[src/rtl/regfile_pkg.sv]
// Shared register-file constants and types for the write-back arbiter.
// Priority encoding is chosen so the debug bit reads 1 when loads hold priority.
package regfile_pkg;

    localparam int REG_ADDR_W = 5;
    localparam int NUM_REGS   = 32;
    localparam int ZERO_REG   = 31;

    typedef enum logic {
        PRI_ALU = 1'b0,
        PRI_MEM = 1'b1
    } wb_pri_e;

    function automatic logic [NUM_REGS-1:0] reg_onehot(input logic [REG_ADDR_W-1:0] addr);
        logic [NUM_REGS-1:0] mask;
        mask       = '0;
        mask[addr] = 1'b1;
        return mask;
    endfunction

endpackage

[src/rtl/wb_rr_arbiter.sv]
// Two-requester round-robin arbiter for the register-file write port.
// gnt[0] = ALU, gnt[1] = MEM; at most one bit is ever set.
module wb_rr_arbiter
    import regfile_pkg::*;
(
    input  logic       clk,
    input  logic       reset_n,
    input  logic       req_alu,
    input  logic       req_mem,
    output logic [1:0] gnt,
    output logic       pri_state
);

    wb_pri_e state_q;
    wb_pri_e state_next;

    always_ff @(posedge clk or negedge reset_n) begin
        if (!reset_n) begin
            state_q <= PRI_MEM;
        end else begin
            state_q <= state_next;
        end
    end

    // A lone requester always wins; priority only breaks ties.
    always_comb begin
        gnt        = 2'b00;
        state_next = state_q;
        if (req_alu && req_mem) begin
            if (state_q == PRI_MEM) begin
                gnt[1] = 1'b1;
            end else begin
                gnt[0] = 1'b1;
            end
        end else if (req_mem) begin
            gnt[1] = 1'b1;
        end else if (req_alu) begin
            gnt[0] = 1'b1;
        end

        if (gnt[1]) begin
            state_next = PRI_ALU;
        end else if (gnt[0]) begin
            state_next = PRI_MEM;
        end
    end

    assign pri_state = state_q;

endmodule

[src/rtl/regfile_write_arbiter.sv]
// Shares the register-file write port between ALU and load write-back, registers
// the winning write, and tracks pending destination writes in a busy scoreboard.
//
// Handshake: a source transfers on a cycle where valid && ready. ready is
// combinational from both valids and the arbiter priority; a stalled source
// keeps addr/data stable while valid && !ready.
module regfile_write_arbiter
    import regfile_pkg::*;
#(
    parameter int DATA_W   = 64,
    parameter int ZERO_REG = 31
) (
    input  logic                  clk,
    input  logic                  reset_n,
    input  logic                  alu_valid,
    input  logic [4:0]            alu_addr,
    input  logic [DATA_W-1:0]     alu_data,
    output logic                  alu_ready,
    input  logic                  mem_valid,
    input  logic [4:0]            mem_addr,
    input  logic [DATA_W-1:0]     mem_data,
    output logic                  mem_ready,
    input  logic                  claim_valid,
    input  logic [4:0]            claim_addr,
    output logic                  rf_wr_en,
    output logic [4:0]            rf_wr_addr,
    output logic [DATA_W-1:0]     rf_wr_data,
    output logic [NUM_REGS-1:0]   busy,
    output logic                  pri_state
);

    localparam logic [REG_ADDR_W-1:0] ZERO_ADDR = REG_ADDR_W'(ZERO_REG);

    logic [1:0]            gnt;
    logic                  grant;
    logic [REG_ADDR_W-1:0] win_addr;
    logic [DATA_W-1:0]     win_data;
    logic [NUM_REGS-1:0]   busy_q;
    logic [NUM_REGS-1:0]   busy_next;

    wb_rr_arbiter u_arb (
        .clk       (clk),
        .reset_n   (reset_n),
        .req_alu   (alu_valid),
        .req_mem   (mem_valid),
        .gnt       (gnt),
        .pri_state (pri_state)
    );

    assign alu_ready = gnt[0];
    assign mem_ready = gnt[1];
    assign grant     = gnt[0] | gnt[1];

    always_comb begin
        win_addr = alu_addr;
        win_data = alu_data;
        if (gnt[1]) begin
            win_addr = mem_addr;
            win_data = mem_data;
        end
    end

    // Zero-register writes still capture addr/data but never raise the enable.
    always_ff @(posedge clk or negedge reset_n) begin
        if (!reset_n) begin
            rf_wr_en   <= 1'b0;
            rf_wr_addr <= '0;
            rf_wr_data <= '0;
        end else if (grant) begin
            rf_wr_en   <= (win_addr != ZERO_ADDR);
            rf_wr_addr <= win_addr;
            rf_wr_data <= win_data;
        end else begin
            rf_wr_en   <= 1'b0;
        end
    end

    // Clear before set so a same-cycle claim (the newer producer) wins.
    always_comb begin
        busy_next = busy_q;
        if (grant) begin
            busy_next = busy_next & ~reg_onehot(win_addr);
        end
        if (claim_valid && (claim_addr != ZERO_ADDR)) begin
            busy_next = busy_next | reg_onehot(claim_addr);
        end
        busy_next = busy_next & ~reg_onehot(ZERO_ADDR);
    end

    always_ff @(posedge clk or negedge reset_n) begin
        if (!reset_n) begin
            busy_q <= '0;
        end else begin
            busy_q <= busy_next;
        end
    end

    assign busy = busy_q;

endmodule

[config.mk]
export PLATFORM = sky130hd
export DESIGN_NAME = regfile_write_arbiter
export DESIGN_NICKNAME = d
export VERILOG_FILES = /design/src/rtl/regfile_pkg.sv /design/src/rtl/wb_rr_arbiter.sv /design/src/rtl/regfile_write_arbiter.sv
export SDC_FILE = /design/constraint.sdc
export NUM_CORES = 1
export LEC_CHECK = 0
export BUFFER_PORTS_ARGS = -buffer_cell sky130_fd_sc_hd__buf_2
export CORE_MARGIN = 2
export CORE_UTILIZATION = 49
export DETAILED_ROUTE_END_ITERATION = 12
export PLACE_DENSITY = 0.87
export REMOVE_ABC_BUFFERS = 1
export SETUP_SLACK_MARGIN = 0.05
export SYNTH_ARGS = -nofsm -noshare
export SYNTH_HDL_FRONTEND = slang
export SYNTH_SLANG_ARGS = --single-unit
[constraint.sdc]
create_clock -name clk -period 4.2 [get_ports clk]
set_input_delay 0.42 -clock clk [delete_from_list [all_inputs] [get_ports clk]]
set_output_delay 0.42 -clock clk [all_outputs]
set_load 0.02 [all_outputs]
==> flow_metrics.tcl <==
set metrics [dict create \
    worstSetupEndpointType "output port" \
    hold_violations 0 \
    maxCapViolations 0 \
    design.core.area_um2 9280 \
    p_leak_nw 3.01 \
    antenna_left 0 \
    worstMarginPinSlew_ps 1130 \
    syn_area_um2 4710 \
    path_class "flop to output port" \
    min_period_ps 2600 \
    ctsResizeCount 0 \
    holdBufCountCts 0 \
    clk_latency_ps 350 \
    crit_slowest_cell "dfstp_2" \
    drt_iter0_drc 231 \
    synthCells 512 \
    design_area_um2 6190 \
    hold_path_class "input pin to async pin" \
    irDropWorstVdd_mv 0.225 \
    fin_nets 889 \
    max_freq_mhz 384 \
    ys_top_cells_by_area "dfrtp_1, o22ai_1, nor2_1" \
    die_x_um 102 \
    fillerInstances 808 \
    post_cts_buffers 0 \
    clockBufferDepth 2 \
    drcViolationCount 0 \
    grtUsageTotal_pct 28.3 \
    synth_edf_count 0 \
    cts_inserted_buffers 9 \
    antenna_found_initial 2 \
    grt_start_max_net_pins 63 \
    highest_layer "met4" \
    wire_per_inst_um 17.3 \
    cts_sinks 102 \
    async_flop_share_pct 100 \
    path_max_fanout 29 \
    avgSynthCellArea_um2 9.19 \
    cts_max_level 3 \
    cp.required_ps 3780 \
    fin_cells 878 \
    seq_area_um2 2550 \
    start_kind "flop" \
    dp_hpwl_um 11400 \
    synth_seq_cells 102 \
    critical_path.cell_chain "nand2b_1 > nand2_2 > inv_1 > buf_2" \
    io_pins 253 \
    reg2reg_slack_ps 1880 \
    die-area_um2 10400 \
    drt-total-wl_um 15200 \
    ys_top_cells_by_count "nor2_1, dfrtp_1, o22ai_1" \
    skew_ps 12.4 \
    clk_pin_slew_worst_paths_ps 100 \
    firstDrtPassIters 5 \
    root_buffer "clkbuf_8" \
    grt_pass1_vias 4774 \
    multi_input_area_um2 1870 \
    seq_area_frac_synth_pct 54.3 \
    via_per_inst 5.62 \
    finalSetupViolCount 0 \
    min_period_over_period_pct 61.9 \
    met1Wirelength_um 5770 \
    placedCellCount 859 \
    area_growth_pct 31.5 \
    run_status "complete, no violations" \
    wl_met2_um 7600 \
    rsz0062_at_grt "false" \
    yosysMostFrequentCell "nor2_1" \
    power.density_nw_per_um2 437 \
    yosysTopAreaCellShare_pct 53.7 \
    vias 4930 \
    cts_tree "yes" \
    route.met3.wl_um 1270 \
    ys.flop_type "dfrtp_1" \
    rows 35 \
    slowest_delay_ps 580 \
    slew_viol_final 0 \
    place_congestion 0.970 \
    yosys_warnings 0 \
    overflow 0 \
    synth_top_area_cell "dfrtp_1" \
    finalPower_mw 2.70 \
    synthDistinctLibCells 33 \
    fin_tns_setup_ps 0 \
    die_h_um 102 \
    relSlewSlack_pct 24.9 \
    critPathArrivalTime_ps 2180 \
    start_util_pct 50.7 \
    utilization_pct 66.7 \
    layout-drive-gt1-share_pct 38.1 \
    grt_pass1_wl_um 22900 \
    place_area_um2 6000 \
    port_buffers 251 \
]
[kinds of logic (layout without fill, tap and decap cells)]
| family | Yosys count | after routing | share of synthesized area (%) |
|---|---|---|---|
| compound gates | 144 | 144 | 20.4 |
| buf+inv | 71 | 305 | 6.09 |
| flops | 102 | 102 | 54.3 |
| mux | 9 | 9 | 2.15 |
| other cells | 1 | 4 | 0.0797 |
| simple gates | 185 | 185 | 17.0 |
[state kept, by name (all words and copies together), names as in the netlist]
signal,flops
rf_wr_data,64
rf_wr_addr,5
rf_wr_en,1
u_arb.pri_state,1
busy,31
[layout make-up]
type / count / share of cell area (%)
Antenna cell: 3 / 0.121
Tap cell: 129 / 2.61
Multi-Input combinational cell: 339 / 30.2
Clock inverter: 4 / 0.485
Timing Repair Buffer: 254 / 20.7
Inverter: 35 / 2.12
Sequential cell: 102 / 41.3
Clock buffer: 12 / 2.51
[through the flow]
stage | setup WS (ps) | hold WS [ps]
3_3_place_gp | 1760 | 487
2_1_floorplan | 1400 | 124
6_report | 1600 | 124
5_1_grt | 1420 | 191
3_5_place_dp | 1640 | 495
4_1_cts | 1610 | 162
[path summary, 6_finish.rpt]
check	from	endpoint	depth (start not counted)
worst max-delay path	u_arb.pri_state$_DFFE_PN1N_	mem_ready	4
worst min-delay path	reset_n	busy[16]$_DFF_PN0_	1
worst max register to register	u_arb.pri_state$_DFFE_PN1N_	busy[2]$_DFF_PN0_	5
worst min register to register	rf_wr_data[47]$_DFFE_PN0N_	rf_wr_data[47]$_DFFE_PN0N_	2
max in group asynchronous	reset_n	rf_wr_data[20]$_DFFE_PN0N_	2
min in group clk	alu_data[45]	rf_wr_data[45]$_DFFE_PN0N_	3
[metal layers]
layer  vias up  GRT usage, %
met4         0          14.7
met2       264          47.5
met1      2344          35.0
met5         -             0
li1       2276             -
met3        46          5.47
[where the power goes]
| part | switching (mW) | total (mW) | internal [mW] | leakage, nW |
|---|---|---|---|---|
| logic | 0.562 | 0.857 | 0.295 | 1.77 |
| clock network | 0.338 | 0.590 | 0.251 | 0.0930 |
| registers | 0.0957 | 1.26 | 1.16 | 1.14 |
[cell usage in the layout (no fill, tap or decap), types with 7 or more instances in the layout]
| master | count |
|---|---|
| a22oi_1 | 31 |
| buf_2 | 250 |
| clkbuf_8 | 11 |
| dfrtp_1 | 101 |
| inv_1 | 35 |
| mux2_2 | 9 |
| nand2_1 | 8 |
| nand4b_1 | 7 |
| nor2_1 | 142 |
| o22ai_1 | 100 |
[worst max-delay path: cells and delay by family (launching register included)]
| family | cells | cell delay, ps |
|---|---|---|
| and+or+nand+nor | 2 | 820 |
| DFF | 1 | 580 |
| buffers and inverters | 2 | 430 |
Power figures use the tool's default switching activity.
